===== config.mk =====
export PLATFORM = sky130hd
export DESIGN_NAME = legv8_multicycle_ctrl
export DESIGN_NICKNAME = d
export VERILOG_FILES = /design/src/rtl/legv8_ctrl_pkg.sv /design/src/rtl/legv8_ctrl_opcode_decode.sv /design/src/rtl/legv8_multicycle_ctrl.sv
export SDC_FILE = /design/constraint.sdc
export NUM_CORES = 1
export LEC_CHECK = 0
export CORE_AREA = 2 2 46 48
export DETAILED_ROUTE_END_ITERATION = 10
export DIE_AREA = 0 0 48 50
export HOLD_SLACK_MARGIN = 0.1
export PLACE_DENSITY = 0.81
export SYNTH_ARGS = -nofsm -noshare
export SYNTH_HDL_FRONTEND = slang
export SYNTH_HIERARCHICAL = 1
export SYNTH_SLANG_ARGS = --single-unit

===== constraint.sdc =====
create_clock -name clk -period 2.6 [get_ports clk]
set_input_delay 0.52 -clock clk [delete_from_list [all_inputs] [get_ports clk]]
set_output_delay 0.52 -clock clk [all_outputs]
set_load 0.05 [all_outputs]

===== src/rtl/legv8_ctrl_pkg.sv =====
// Shared types and encodings for the LEGv8 multi-cycle main control.
// Contents: FSM state enum, decoded opcode class enum, 11-bit opcode
// constants, and the ALUSrcB / ALUOperation / PCSource encodings.
package legv8_ctrl_pkg;

  typedef enum logic [3:0] {
    FETCH    = 4'd0,
    DECODE   = 4'd1,
    MEM_ADDR = 4'd2,
    LD_MEM   = 4'd3,
    LD_WB    = 4'd4,
    ST_MEM   = 4'd5,
    R_EXEC   = 4'd6,
    R_WB     = 4'd7,
    CBZ_EXEC = 4'd8,
    B_EXEC   = 4'd9,
    TRAP     = 4'd10
  } ctrl_state_e;

  typedef enum logic [2:0] {
    CLS_LD      = 3'd0,
    CLS_ST      = 3'd1,
    CLS_RTYPE   = 3'd2,
    CLS_CBZ     = 3'd3,
    CLS_B       = 3'd4,
    CLS_ILLEGAL = 3'd5
  } op_class_e;

  // Exact opcodes; the wildcard groups live in the decoder's casez.
  localparam logic [10:0] OP_LDUR = 11'b111_1100_0010;
  localparam logic [10:0] OP_STUR = 11'b111_1100_0000;

  localparam logic [1:0] SRCB_REG    = 2'b00;
  localparam logic [1:0] SRCB_FOUR   = 2'b01;
  localparam logic [1:0] SRCB_IMM    = 2'b10;
  localparam logic [1:0] SRCB_IMM_SH = 2'b11;

  localparam logic [1:0] ALUOP_ADD   = 2'b00;
  localparam logic [1:0] ALUOP_PASSB = 2'b01;
  localparam logic [1:0] ALUOP_RTYPE = 2'b10;

  localparam logic [1:0] PCSRC_ALU    = 2'b00;
  localparam logic [1:0] PCSRC_ALUOUT = 2'b01;

endpackage


===== src/rtl/legv8_ctrl_opcode_decode.sv =====
// Combinational opcode classifier.
//   Operation [10:0] in  : IR[31:21]
//   op_class  [2:0]  out : LD / ST / RTYPE / CBZ / B / ILLEGAL
module legv8_opcode_decode
  import legv8_ctrl_pkg::*;
(
  input  logic [10:0] Operation,
  output op_class_e   op_class
);

  always_comb begin
    op_class = CLS_ILLEGAL;
    casez (Operation)
      OP_LDUR:        op_class = CLS_LD;
      OP_STUR:        op_class = CLS_ST;
      // ADD/SUB/AND/ORR share bit 10 set, 0101 in [7:4], 000 in [2:0]
      11'b1??0101?000: op_class = CLS_RTYPE;
      11'b10110100???: op_class = CLS_CBZ;
      11'b000101?????: op_class = CLS_B;
      default:        op_class = CLS_ILLEGAL;
    endcase
  end

endmodule


===== src/rtl/legv8_multicycle_ctrl.sv =====
// Multi-cycle main control FSM for the LEGv8 datapath (LDUR/STUR/ADD/SUB/
// AND/ORR/CBZ/B), with a bounded-wait handshake to a unified memory.
//   clk, rst_n (sync, active low)
//   Operation[10:0] IR[31:21], only looked at in DECODE
//   zero            ALU zero flag, used in CBZ_EXEC
//   mem_ready       memory completes the current access this cycle
//   mem_req, MemRead, MemWrite, IorD       memory side
//   IRWrite, PCWrite, PCSource[1:0]        fetch / PC update
//   Reg2Loc, RegWrite, MemtoReg            register file
//   ALUSrcA, ALUSrcB[1:0], ALUOperation[1:0]  ALU muxing / alu_control
//   trap            sticky halt on illegal opcode or memory timeout
// MEM_TIMEOUT: wait cycles allowed in a memory state before TRAP (0 = never).
module legv8_multicycle_ctrl
  import legv8_ctrl_pkg::*;
#(
  parameter int MEM_TIMEOUT = 16
) (
  input  logic        clk,
  input  logic        rst_n,
  input  logic [10:0] Operation,
  input  logic        zero,
  input  logic        mem_ready,
  output logic        mem_req,
  output logic        MemRead,
  output logic        MemWrite,
  output logic        IorD,
  output logic        IRWrite,
  output logic        PCWrite,
  output logic [1:0]  PCSource,
  output logic        Reg2Loc,
  output logic        RegWrite,
  output logic        MemtoReg,
  output logic        ALUSrcA,
  output logic [1:0]  ALUSrcB,
  output logic [1:0]  ALUOperation,
  output logic        trap
);

  localparam bit TO_EN = (MEM_TIMEOUT > 0);
  // Counter only has to hold 0..MEM_TIMEOUT-1: the last wait cycle goes to TRAP.
  localparam int CW = (MEM_TIMEOUT > 2) ? $clog2(MEM_TIMEOUT) : 1;
  localparam logic [CW-1:0] CNT_LAST = TO_EN ? CW'(MEM_TIMEOUT - 1) : '0;

  ctrl_state_e state_q, state_d;
  op_class_e   class_q, class_d;
  op_class_e   dec_class;
  logic [CW-1:0] cnt_q, cnt_d;
  logic        mem_state;
  logic        timeout_hit;

  legv8_opcode_decode u_dec (
    .Operation (Operation),
    .op_class  (dec_class)
  );

  always_ff @(posedge clk) begin
    if (!rst_n) begin
      state_q <= FETCH;
      class_q <= CLS_ILLEGAL;
      cnt_q   <= '0;
    end else begin
      state_q <= state_d;
      class_q <= class_d;
      cnt_q   <= cnt_d;
    end
  end

  // mem_ready in the final allowed wait cycle still completes the access,
  // so the timeout only fires when ready is low on that cycle.
  always_comb begin
    mem_state   = (state_q == FETCH) || (state_q == LD_MEM) || (state_q == ST_MEM);
    timeout_hit = TO_EN && mem_state && !mem_ready && (cnt_q == CNT_LAST);
    cnt_d       = '0;
    if (TO_EN && mem_state && !mem_ready && !timeout_hit)
      cnt_d = cnt_q + CW'(1);
  end

  always_comb begin
    state_d      = state_q;
    class_d      = class_q;
    mem_req      = 1'b0;
    MemRead      = 1'b0;
    MemWrite     = 1'b0;
    IorD         = 1'b0;
    IRWrite      = 1'b0;
    PCWrite      = 1'b0;
    PCSource     = PCSRC_ALU;
    Reg2Loc      = 1'b0;
    RegWrite     = 1'b0;
    MemtoReg     = 1'b0;
    ALUSrcA      = 1'b0;
    ALUSrcB      = SRCB_REG;
    ALUOperation = ALUOP_ADD;
    trap         = 1'b0;

    unique case (state_q)
      FETCH: begin
        mem_req = 1'b1;
        MemRead = 1'b1;
        ALUSrcB = SRCB_FOUR;
        // IR and PC+4 may only be latched on the cycle the fetch completes.
        if (mem_ready) begin
          IRWrite = 1'b1;
          PCWrite = 1'b1;
          state_d = DECODE;
        end else if (timeout_hit) begin
          state_d = TRAP;
        end
      end
      DECODE: begin
        ALUSrcB = SRCB_IMM_SH;
        Reg2Loc = (dec_class == CLS_ST) || (dec_class == CLS_CBZ);
        class_d = dec_class;
        unique case (dec_class)
          CLS_LD, CLS_ST: state_d = MEM_ADDR;
          CLS_RTYPE:      state_d = R_EXEC;
          CLS_CBZ:        state_d = CBZ_EXEC;
          CLS_B:          state_d = B_EXEC;
          default:        state_d = TRAP;
        endcase
      end
      MEM_ADDR: begin
        ALUSrcA = 1'b1;
        ALUSrcB = SRCB_IMM;
        state_d = (class_q == CLS_LD) ? LD_MEM : ST_MEM;
      end
      LD_MEM: begin
        mem_req = 1'b1;
        MemRead = 1'b1;
        IorD    = 1'b1;
        if (mem_ready)        state_d = LD_WB;
        else if (timeout_hit) state_d = TRAP;
      end
      LD_WB: begin
        RegWrite = 1'b1;
        MemtoReg = 1'b1;
        state_d  = FETCH;
      end
      ST_MEM: begin
        mem_req  = 1'b1;
        MemWrite = 1'b1;
        IorD     = 1'b1;
        Reg2Loc  = 1'b1;
        if (mem_ready)        state_d = FETCH;
        else if (timeout_hit) state_d = TRAP;
      end
      R_EXEC: begin
        ALUSrcA      = 1'b1;
        ALUOperation = ALUOP_RTYPE;
        state_d      = R_WB;
      end
      R_WB: begin
        RegWrite = 1'b1;
        state_d  = FETCH;
      end
      CBZ_EXEC: begin
        ALUSrcA      = 1'b1;
        ALUOperation = ALUOP_PASSB;
        Reg2Loc      = 1'b1;
        PCSource     = PCSRC_ALUOUT;
        PCWrite      = zero;
        state_d      = FETCH;
      end
      B_EXEC: begin
        PCWrite  = 1'b1;
        PCSource = PCSRC_ALUOUT;
        state_d  = FETCH;
      end
      TRAP: begin
        trap = 1'b1;
      end
      // Unused encodings halt rather than wander.
      default: state_d = TRAP;
    endcase
  end

endmodule


==> flow_summary.ini, run 1 <==
[clocking]
cts_buffers = 3
hold_buffers = 0
path_clk_slew_ns = 0.06
h-tree-depth = 1
cts.sinks = 11
cts_tree = built
clock_latency_ns = 0.27
cts_buffer_depth = 2
cts_root_buf = clkbuf_4

[route]
ant_nets = 0
routed_via_density = 5.13
avgRoutedWirePerCell_um = 12.1
route.detailed.drc = 0
dr.pass1.iters = 4
wl_um = 2120
dr_total_vias = 902
drt_iter0_drc = 13

[place]
place_area_mm2 = 0.00122
dpl.cell_count = 171
place_congestion = 0.799
io_buffer_count = 30
place.detailed.hpwl_um = 1680

[power]
leakagePower_nw = 0.560
p_total_w = 0.000787
vdd_drop_max_mv = 0.454
p_per_area_mw_per_mm2 = 628

[worst_setup_path]
crit_fanout = 3
cp.required_ns = 2.08
crit_slowest_cell = clkdlybuf4s50_1
cp.arrival_ns = 1.99
critPathCaptureType = output pin
cpPeakStageDelay_ns = 0.47
cp-start-kind = input port
cp_cell_sequence = clkdlybuf4s50_1 > nand4_1 > o21a_1 > nor2b_2 > nor2_1 > o22a_1 > nor2_2 > buf_12
path_class = input port to output pin

[logic_synthesis]
synth_edf_count = 0
syn_nets = 131
yosysTopAreaCell = dfxtp_1
synth_area_leaders = dfxtp_1 26%, nor2_1 8.9%, nor3_1 4.1%
synth-async-reset-ratio_pct = 0
yosysUniqueCellTypes = 42
post_synth_instance_area_um2 = 845
avgSynthCellArea_um2 = 7.34
synth_cells = 115
synth_ff_type = dfxtp_1
ys_warn_count = 6
synth-seq-cells = 11
ys_seq_area_share_pct = 26.1
synth.top_cell.area_share_pct = 26.1

[global_routing]
grt-ovfl-total = 0
grt_max_degree = 16
grt_pass1_vias = 833
grtUsageTotal_pct = 19.1
grt_pass1_wl_um = 3380
antenna_found_initial = 0

[layout]
finalInstanceArea_mm2 = 0.00125
final_cells = 176
drive_gt1_share_pct = 24.8
nets = 166
antenna_cells = 0
synthToLayoutAreaGrowth_pct = 48.4

[sta]
drv_slew = 0
clock_skew_ns = 0.000557
period_needed_ns = 2.51
rsz0062_at_grt = false
setup_viol_count_final = 0
max-slew-margin-rel_pct = 59.2
fin_setup_tns_ns = 0
period_share_pct = 96.6
fmax_mhz = 398
hold_viol = 0
worst_slew_pin_slew_ns = 0.606

[die]
io_pins = 32
core_mm2 = 0.00190
start_util_pct = 44.4
fp-row-count = 16
die_h_um = 50
die_w_um = 48
die_area_mm2 = 0.00240

[run_status]
status = complete, no violations

[worst_hold_path]
hp-class = flip-flop to flip-flop

[flow_run]
drv_cap = 0
==> Yosys cell counts, types with 2 or more instances <==
master    instances
a21o_1            2
o21ai_0           2
a21oi_1           4
nand2b_1          5
inv_1             4
mux2i_1           3
a31oi_1           2
dfxtp_1          11
a22oi_1           2
clkbuf_1          4
nand2_1           9
o21bai_1          2
nor3_1            7
xor2_1            2
nor2b_1           3
nor2_1           20
nand4_1           3
nand3_1           6
==> repair_timing <==
action                     4_1_cts  5_1_grt
setup endpoints to repair        1        1
pin swaps                        3        8
setup buffers                    0        1
resized for setup                8       12
==> per-stage QoR <==
step                util [%]  hold slack [ns]  worst slack, ns
global route            65.9            0.500          0.00433
finish                  65.9            0.472           0.0897
floorplan                  -            0.418           0.0863
detailed placement      64.0            0.470           -0.268
global placement        64.0            0.430           -0.191
CTS                     65.7            0.483          0.00810
==> registers in the layout, summed over array words and instances (netlist names) <==
register  cells
cnt_q         4
state_q       4
class_q       3
==> critical path, delay by kind of cell <==
family | cells | cell delay (ns)
AO/OA/AOI/OAI | 2 | 0.39
buffers and inverters | 2 | 0.62
AND/OR/NAND/NOR | 4 | 0.46
==> power by group <==
part	switching (W)	total, W	internal [W]
Clock	0.0000546	0.000114	0.0000595
Combinational	0.000272	0.000462	0.000190
Sequential	0.0000299	0.000211	0.000181
==> cell families after synthesis <==
kind of cell / synth area share, %
adder cells (fa/ha/maj): 1.48
AND/OR/NAND/NOR: 40.1
AO/OA/AOI/OAI: 18.8
XOR/XNOR: 3.11
buffers and inverters: 6.37
multiplexers: 3.56
flip-flops: 26.1
other: 0.444
==> layout by cell type (no fill, tap or decap), types with 2 or more instances in the layout <==
master / Yosys / final
nand3_1: 6 / 6
dfxtp_1: 11 / 11
nor3_2: 1 / 3
nor3_1: 7 / 5
buf_4: 1 / 15
o21bai_1: 2 / 2
dlymetal6s2s_1: 0 / 6
nand2b_1: 5 / 5
a21o_1: 2 / 2
nor2_1: 20 / 19
nor2b_1: 3 / 2
xor2_1: 2 / 2
mux2i_1: 3 / 3
nand2_1: 9 / 9
nand4_1: 3 / 3
o21ai_0: 2 / 2
buf_12: 0 / 4
inv_1: 4 / 4
clkbuf_4: 0 / 3
clkdlybuf4s50_1: 0 / 8
a21oi_1: 4 / 4
a31oi_1: 2 / 2
a22oi_1: 2 / 2
clkbuf_2: 0 / 4
==> final timing paths <==
check	from	end	slack, ns	depth (start not counted)
min reg2reg	cnt_q[0]	cnt_q[0]	0.47	1
max reg2reg	state_q[0]	state_q[3]	0.86	4
min	cnt_q[0]	cnt_q[0]	0.47	1
max	Operation[8]	Reg2Loc	0.09	8
==> per-layer routing <==
layer / GRT usage, % / share of wire, %
met1: 22.4 / 46
met2: 33.1 / 49
met4: 7.21 / 1.2
met5: 0 / 0
met3: 2.93 / 3.7
==> final cells by class <==
type | instances | area [um^2]
Tap cell | 27 | 33.8
Timing Repair Buffer | 37 | 368
Clock buffer | 4 | 26.3
Sequential cell | 11 | 220
Inverter | 4 | 15.0
Fill cell | 169 | 648
Multi-Input combinational cell | 93 | 591
(Power assumes the default switching activity.)
==> inputs of run 2 (changes only) <==
--- a/config.mk
+++ b/config.mk
@@ -5,6 +5,7 @@
 export SDC_FILE = /design/constraint.sdc
 export NUM_CORES = 1
 export LEC_CHECK = 0
+export CAP_MARGIN = 40
 export CORE_AREA = 2 2 46 48
 export DETAILED_ROUTE_END_ITERATION = 10
 export DIE_AREA = 0 0 48 50
==> results of run 2 <==
Final layout, timing and power as in run 1 (identical DEF).
